## config.mk

```make
export PLATFORM = sky130hd
export DESIGN_NAME = multiplier_4bits_seq
export DESIGN_NICKNAME = d
export VERILOG_FILES = /design/src/rtl/multiplier_4bits_seq_pkg.sv /design/src/rtl/multiplier_4bits_seq_adder.sv /design/src/rtl/multiplier_4bits_seq.sv
export SDC_FILE = /design/constraint.sdc
export NUM_CORES = 1
export LEC_CHECK = 0
export CAP_MARGIN = 20
export CORE_ASPECT_RATIO = 0.8
export CORE_MARGIN = 10
export CORE_UTILIZATION = 50
export DETAILED_ROUTE_END_ITERATION = 8
export MAX_ROUTING_LAYER = met4
export PLACE_DENSITY = 0.84
export SYNTH_ARGS = -nofsm -noshare
export SYNTH_HDL_FRONTEND = slang
export SYNTH_SLANG_ARGS = --single-unit
```

## constraint.sdc

```tcl
create_clock -name clk -period 2.9 [get_ports clk]
set_input_delay 0.29 -clock clk [delete_from_list [all_inputs] [get_ports clk]]
set_output_delay 0.29 -clock clk [all_outputs]
set_load 0.05 [all_outputs]
```

## src/rtl/multiplier_4bits_seq_pkg.sv

```systemverilog
// Shared definitions for the sequential shift-and-add multiplier:
// FSM state encodings, operand width and step count.
package multiplier_4bits_seq_pkg;

  typedef enum logic [1:0] {
    ST_IDLE = 2'd0,
    ST_RUN  = 2'd1,
    ST_DONE = 2'd2
  } state_t;

  localparam int MUL_W     = 4;
  localparam int MUL_STEPS = 4;

endpackage

```

## src/rtl/multiplier_4bits_seq_adder.sv

```systemverilog
// 4-bit ripple-carry adder built from a chain of one-bit full adders;
// this is the datapath adder used by the sequential multiplier.
module full_adder_4bits (
  input  logic [3:0] a,
  input  logic [3:0] b,
  input  logic       cin,
  output logic [3:0] sum,
  output logic       cout
);

  logic [4:0] carry;

  assign carry[0] = cin;

  generate
    for (genvar gi = 0; gi < 4; gi++) begin : g_bit
      assign sum[gi]      = a[gi] ^ b[gi] ^ carry[gi];
      assign carry[gi+1]  = (a[gi] & b[gi]) | (carry[gi] & (a[gi] ^ b[gi]));
    end
  endgenerate

  assign cout = carry[4];

endmodule

```

## src/rtl/multiplier_4bits_seq.sv

```systemverilog
// Unsigned 4x4 shift-and-add multiplier: four add/shift steps around a
// ripple adder, one product every five cycles when started back-to-back.
module multiplier_4bits_seq
  import multiplier_4bits_seq_pkg::*;
(
  input  logic             clk,
  input  logic             reset,
  input  logic             start,
  input  logic [MUL_W-1:0] a,
  input  logic [MUL_W-1:0] b,
  output logic             busy,
  output logic             done,
  output logic [7:0]       product
);

  state_t           state;
  state_t           state_next;
  logic [MUL_W-1:0] m;
  logic [MUL_W-1:0] acc;
  logic [MUL_W-1:0] q;
  logic [1:0]       step;
  logic [MUL_W-1:0] sum;
  logic             c;
  logic [7:0]       shifted;
  logic             accept;
  logic             last_step;

  full_adder_4bits u_adder (
    .a    (acc),
    .b    (m),
    .cin  (1'b0),
    .sum  (sum),
    .cout (c)
  );

  // The adder carry becomes the top bit of the shifted partial product.
  assign shifted   = q[0] ? {c, sum, q[3:1]} : {1'b0, acc, q[3:1]};
  assign accept    = start && (state != ST_RUN);
  assign last_step = (step == 2'(MUL_STEPS - 1));

  always_ff @(posedge clk or posedge reset) begin
    if (reset) begin
      state <= ST_IDLE;
    end else begin
      state <= state_next;
    end
  end

  always_comb begin
    state_next = state;
    busy       = 1'b0;
    done       = 1'b0;
    case (state)
      ST_IDLE: begin
        if (start) state_next = ST_RUN;
      end
      ST_RUN: begin
        busy = 1'b1;
        if (last_step) state_next = ST_DONE;
      end
      ST_DONE: begin
        done       = 1'b1;
        state_next = start ? ST_RUN : ST_IDLE;
      end
      default: state_next = ST_IDLE;
    endcase
  end

  always_ff @(posedge clk or posedge reset) begin
    if (reset) begin
      m       <= '0;
      acc     <= '0;
      q       <= '0;
      step    <= '0;
      product <= '0;
    end else if (accept) begin
      m    <= a;
      q    <= b;
      acc  <= '0;
      step <= '0;
    end else if (state == ST_RUN) begin
      acc  <= shifted[7:4];
      q    <= shifted[3:0];
      step <= step + 2'd1;
      if (last_step) product <= shifted;
    end
  end

endmodule

```

==> flow_summary_export.csv, run 1 <==
group,metric,value,unit
power,p_leak,0.646,nW
final_layout,fin_util,0.637,
setup_path,timing.critical_path.arrival,2.18,ns
flow_run,timing.max_cap.violations,0,
route,routed_wire_length_per_instance,14.5,um
setup_path,critical_path.max_stage_delay,0.86,ns
grt,wire_length_of_the_first_global_routing_pass,3.44,mm
placed_design,dp_hpwl,1.63,mm
sta,number_of_endpoints_with_negative_hold_slack_in_the_final_report,0,
route,drt-pass1-iter-count,4,
clock_network,cts_max_level,1,
clock_network,cts-buffers-inserted,3,
placed_design,dp_cells,137,
sta,grt_setup_unrepaired,"no",
setup_path,timing_worst_setup_path_type,"reg -> out",
final_layout,num-nets-final,133,
power,power_total,1.65,mW
grt,grt_antenna_before_repair,0,
yosys,yosysTopAreaCellShare,0.532,
yosys,synth_cells,97,
route,drt_iter0_drc,22,
floorplanning,fp.dieH,62.5,um
clock_network,root_buffer,"sky130_fd_sc_hd__clkbuf_4",
sta,max_freq,406,MHz
floorplanning,core.rowCount,15,
route,final_antenna_net_count,0,
sta,maxSlewHeadroom,0.426,
clock_network,clock_tree_from_tritoncts,"done",
yosys,synth_fp_nets,113,
clock_network,post_cts.repair.setup_buffers,0,
setup_path,timing.critical_path.slowest_stage_cell,"sky130_fd_sc_hd__clkdlybuf4s50_1",
floorplanning,core_box_area,2160,um^2
grt,groute.usage.overall,0.0963,
yosys,synth_sequential_area_ratio,0.532,
yosys,synth.cell_area,1130,um^2
yosys,synth_cell_type_count,21,
sta,min_period,2.47,ns
sta,worst-slew-pin-transition,0.859,ns
final_layout,insertedDiodeCount,0,
yosys,netlist.top_cell.by_area,"sky130_fd_sc_hd__dfrtp_1",
setup_path,largest_fanout_of_any_net_on_the_critical_path,13,
final_layout,drive_gt1_frac,0.129,
final_layout,synthToLayoutAreaGrowth,21.6,%
yosys,yosysWarningCount,0,
setup_path,timing.critical_path.max_delay_family,"buffers and inverters",
setup_path,chain_of_cells_forming_the_critical_path,"nand2b_2 -> inv_1 -> clkdlybuf4s50_1",
sta,period_share,0.850,
clock_network,clock_tree.buffer_depth,2,
floorplanning,starting_density_of_the_core,0.523,
clock_network,insertion_delay,0.32,ns
grt,grt_remaining_overflow,0,
sta,final.setup.tns,0,ns
route,vias_cell,5.29,
yosys,avgSynthCellArea,11.6,um^2
power,irDropWorstVdd,0.000761,V
floorplanning,die_extent_in_x,73.1,um
yosys,netlist_top_cells_area,"sky130_fd_sc_hd__dfrtp_1, sky130_fd_sc_hd__fa_1, sky130_fd_sc_hd__mux2i_1",
clock_network,cts.sinks,24,
floorplanning,io_pins,21,
setup_path,worst-endpoint-required,2.61,ns
setup_path,critical_path.startpoint_type,"register",
route,wl,2.05,mm
clock_network,cts.repair.resized,0,
hold_path,hp-class,"in -> async",
placed_design,port-buffer-count,20,
sta,clock_skew,0.00422,ns
yosys,ys_ff_latch,24,
setup_path,endpoint_kind,"output pin",
route,drc_errors,0,
floorplanning,design.die.area,4570,um^2
sta,setup_violations,0,
route,vias,746,
final_layout,final_cells,141,
sta,final-max-slew-violation-count,0,
grt,grt_start_max_net_pins,25,
clock_network,clkSlewWorstSetupHoldPaths,0.13,ns
clock_network,post_cts_hold_buffer_count,0,
power,powerDensity,1200,nW/um^2
run_status,outcome,"finished clean",
grt,grt_pass1_vias,723,
placed_design,place.gp.congestion,0.832,
setup_path,critPathBufInv,2,
[layer usage]
metal	vias to the layer above	wire length (um)	track usage
met3	2	91	0.0302
met5	-	0	-
met4	0	15	0.0355
li1	357	-	-
met1	370	924	0.114
met2	17	1020	0.148
[power breakdown]
| group | total (mW) | switching (mW) | internal [mW] | leakage [nW] |
|---|---|---|---|---|
| combinational | 0.811 | 0.490 | 0.322 | 0.318 |
| clock | 0.239 | 0.0989 | 0.140 | 0.0279 |
| sequential | 0.599 | 0.114 | 0.485 | 0.299 |
| total | 1.65 | 0.702 | 0.947 | 0.646 |
[final timing paths]
check                      cells past startpoint  slack [ns]          to       start
min                                            2        0.43  product[1]       reset
max in group asynchronous                      2        1.94      acc[3]       reset
max reg2reg                                    8        0.70      acc[2]      acc[0]
min reg2reg                                    2        0.50  product[5]  product[5]
min in group clk                               2        0.50  product[5]  product[5]
max                                            3        0.43        busy    state[1]
[synth_stat cells]
master	instances
sky130_fd_sc_hd__dfrtp_1	24
sky130_fd_sc_hd__nand2_1	13
sky130_fd_sc_hd__inv_1	10
sky130_fd_sc_hd__o21ai_1	8
sky130_fd_sc_hd__mux2i_1	6
sky130_fd_sc_hd__o21ai_0	6
sky130_fd_sc_hd__mux2_2	5
sky130_fd_sc_hd__nand3_1	4
sky130_fd_sc_hd__fa_1	3
sky130_fd_sc_hd__mux2_4	3
sky130_fd_sc_hd__buf_2	2
sky130_fd_sc_hd__buf_6	2
sky130_fd_sc_hd__ha_1	2
sky130_fd_sc_hd__nor2b_1	2
sky130_fd_sc_hd__a211oi_1	1
sky130_fd_sc_hd__a21oi_1	1
sky130_fd_sc_hd__buf_4	1
sky130_fd_sc_hd__nand2_2	1
sky130_fd_sc_hd__nand2b_2	1
sky130_fd_sc_hd__nand3b_4	1
sky130_fd_sc_hd__o22ai_1	1
[sequential cells by signal, indices dropped and copies added, names as in the netlist]
signal	flops
step	2
m	4
product	8
q	4
acc	4
state	2
[cells in the final DEF, fill, tap and decap left out, drive strengths merged]
master,Yosys,layout
nand3,4,4
mux2i,6,6
clkbuf,0,3
ha,2,2
nor2b,2,2
bufinv,0,1
nand3b,1,1
o21ai,14,14
nand2,14,14
clkdlybuf4s50,0,20
a211oi,1,1
nand2b,1,1
mux2,8,8
dfrtp,24,24
fa,3,3
inv,10,10
a21oi,1,1
o22ai,1,1
[metrics by stage]
step | setup WS (ns) | instance area, um^2 | hold WS (ns)
floorplan | 0.842 | 1130 | 0.305
global placement | 0.794 | 1320 | 0.462
detailed placement | 0.711 | 1320 | 0.477
CTS | 0.413 | 1370 | 0.462
global route | 0.310 | 1370 | 0.529
finish | 0.435 | 1370 | 0.430
[worst reg2reg max path, delay by kind of cell (launching register included)]
kind	cells	cell delay, ns
AO/OA/AOI/OAI	1	0.08
adder cells (fa/ha/maj)	4	1.30
buffers and inverters	2	0.13
flip-flops	1	0.40
multiplexers	1	0.21
[final cells by class]
type | instances | area (um^2)
clock buffers | 3 | 22.5
fillers | 162 | 785
repair buffers | 20 | 200
well taps | 25 | 31.3
clock inverters | 1 | 30.0
inverters | 10 | 37.5
flip-flops and latches | 24 | 601
multi-input cells | 58 | 452
[logic make-up after synthesis]
group / synth area share
multiplexers: 0.143
flip-flops: 0.532
AND/OR/NAND/NOR: 0.103
adder cells (fa/ha/maj): 0.0753
buffers and inverters: 0.0687
AO/OA/AOI/OAI: 0.0786
Power figures use the tool's default switching activity.
==> run 2: changes to the inputs <==
--- a/config.mk
+++ b/config.mk
@@ -8,10 +8,11 @@
 export CAP_MARGIN = 20
 export CORE_ASPECT_RATIO = 0.8
 export CORE_MARGIN = 10
-export CORE_UTILIZATION = 50
+export CORE_UTILIZATION = 60
 export DETAILED_ROUTE_END_ITERATION = 8
+export DONT_BUFFER_PORTS = 1
 export MAX_ROUTING_LAYER = met4
-export PLACE_DENSITY = 0.84
+export PLACE_DENSITY = 0.83
 export SYNTH_ARGS = -nofsm -noshare
 export SYNTH_HDL_FRONTEND = slang
 export SYNTH_SLANG_ARGS = --single-unit
==> run 2 against run 1 <==
Effect of this change: maximum frequency rose by 12%; routed wire length fell by 5.1%; first-iteration DRC count rose by 68%; critical path depth rose by 5; largest cell class unchanged; cell area fell by 16%; largest power group is now registers.
==> flow_summary_export.csv, run 2 (synthesis results as in run 1) <==
group,metric,value,unit
route,drc_errors,0,
sta,number_of_endpoints_with_negative_hold_slack_in_the_final_report,0,
setup_path,timing.critical_path.arrival,2.42,ns
route,vias_cell,5.43,
clock_network,post_cts.repair.setup_buffers,0,
clock_network,insertion_delay,0.31,ns
final_layout,num-nets-final,113,
clock_network,clkSlewWorstSetupHoldPaths,0.13,ns
clock_network,cts.sinks,24,
floorplanning,starting_density_of_the_core,0.662,
clock_network,post_cts_hold_buffer_count,0,
placed_design,place.gp.congestion,0.818,
clock_network,cts_max_level,1,
setup_path,r2r-start,"acc[0]",
clock_network,clock_tree_from_tritoncts,"done",
placed_design,dp_hpwl,1.48,mm
grt,groute.usage.overall,0.110,
setup_path,largest_fanout_of_any_net_on_the_critical_path,3,
setup_path,timing_worst_setup_path_type,"reg -> reg",
final_layout,non_filler_cell_area_final,1150,um^2
setup_path,endpoint_kind,"register",
power,irDropWorstVdd,0.000680,V
floorplanning,design.die.area,4030,um^2
run_status,outcome,"finished clean",
placed_design,port-buffer-count,0,
setup_path,worst-endpoint-required,3.11,ns
setup_path,regToRegEndpoint,"product[6]",
floorplanning,io_pins,21,
setup_path,critical_path.startpoint_type,"register",
clock_network,clock_tree.buffer_depth,2,
clock_network,cts.repair.resized,0,
clock_network,root_buffer,"sky130_fd_sc_hd__clkbuf_4",
power,p_leak,0.562,nW
sta,max_freq,453,MHz
grt,grt_pass1_vias,674,
grt,grt_remaining_overflow,0,
sta,clock_skew,0.00619,ns
floorplanning,core.rowCount,13,
route,drt-pass1-iter-count,3,
sta,period_share,0.761,
final_layout,largest_reg_flops,8,
placed_design,placement.cell_area,1120,um^2
route,drt_iter0_drc,37,
route,vias,641,
final_layout,drive_gt1_frac,0.156,
sta,worst-slew-pin-transition,0.949,ns
route,final_antenna_net_count,0,
final_layout,insertedDiodeCount,0,
sta,final.setup.tns,0,ns
floorplanning,die_extent_in_x,68.5,um
setup_path,reg2reg_depth,8,
route,wl,1.95,mm
power,powerDensity,1250,nW/um^2
hold_path,hp-class,"in -> async",
floorplanning,fp.dieH,58.8,um
final_layout,registers.top_by_ff_count,"product",
floorplanning,core_box_area,1710,um^2
sta,min_period,2.21,ns
grt,grt_start_max_net_pins,25,
sta,maxSlewHeadroom,0.366,
grt,grt_antenna_before_repair,0,
grt,wire_length_of_the_first_global_routing_pass,3.28,mm
final_layout,mostFrequentLayoutCell,"sky130_fd_sc_hd__dfrtp_1",
flow_run,timing.max_cap.violations,0,
final_layout,synthToLayoutAreaGrowth,2.10,%
sta,setup_violations,0,
sta,grt_setup_unrepaired,"no",
setup_path,ff2ff_setup_slack,0.69,ns
sta,final-max-slew-violation-count,0,
setup_path,startpoint,"acc[0]",
route,routed_wire_length_per_instance,16.5,um
clock_network,cts-buffers-inserted,3,
final_layout,layout.cells.most_common_list,"sky130_fd_sc_hd__dfrtp_1, sky130_fd_sc_hd__nand2_1, sky130_fd_sc_hd__inv_1",
==> run 2: cell types whose count changed in the layout (fill, tap and decap cells not counted), sizes merged <==
cell	delta
clkdlybuf4s50	-20
clkbuf	+1
bufinv	-1
==> run 2: worst max-delay path by stage <==
stage / end / slack, ns
floorplan: acc[2] / 0.84
finish: product[6] / 0.69
global placement: product[6] / 0.77
detailed placement: acc[2] / 0.70
CTS: acc[2] / 0.68
global route: acc[2] / 0.57
==> run 2: through the flow <==
step | power, mW | utilization | std cells | hold WS (ns) | setup slack [ns]
CTS | 1.46 | 0.675 | 118 | 0.0684 | 0.676
finish | 1.44 | 0.675 | 118 | 0.0366 | 0.692
global route | 1.56 | 0.675 | 118 | 0.0964 | 0.572
floorplan | 1.21 | - | 97 | 0.305 | 0.842
global placement | 1.26 | 0.654 | 114 | 0.404 | 0.770
detailed placement | 1.29 | 0.654 | 114 | 0.422 | 0.701
==> run 2: layout make-up <==
class / count / area (um^2)
clock buffers: 4 / 36.3
fillers: 133 / 554
inverters: 10 / 37.5
multi-input cells: 58 / 452
flip-flops and latches: 24 / 601
well taps: 22 / 27.5
==> run 2: per-layer routing <==
metal | track usage | share of wire | up-vias | routed length [um]
met5 | - | 0 | - | 0
met4 | 0.0172 | 0.0041 | 0 | 8
met3 | 0.0624 | 0.087 | 2 | 170
met2 | 0.162 | 0.45 | 14 | 880
met1 | 0.131 | 0.46 | 308 | 888
li1 | - | - | 317 | -
==> run 2: worst max-delay path, cell delays in order (launching register included) <==
cell                      delay [ns]
sky130_fd_sc_hd__dfrtp_1        0.40
sky130_fd_sc_hd__ha_1           0.15
sky130_fd_sc_hd__inv_1          0.05
sky130_fd_sc_hd__fa_1           0.37
sky130_fd_sc_hd__fa_1           0.37
sky130_fd_sc_hd__inv_1          0.07
sky130_fd_sc_hd__fa_1           0.41
sky130_fd_sc_hd__mux2i_1        0.21
sky130_fd_sc_hd__o21ai_1        0.08
==> run 2: power by group <==
group,switching [mW],total [mW],internal [mW]
logic,0.268,0.478,0.210
clock network,0.0964,0.173,0.0767
registers,0.310,0.792,0.482
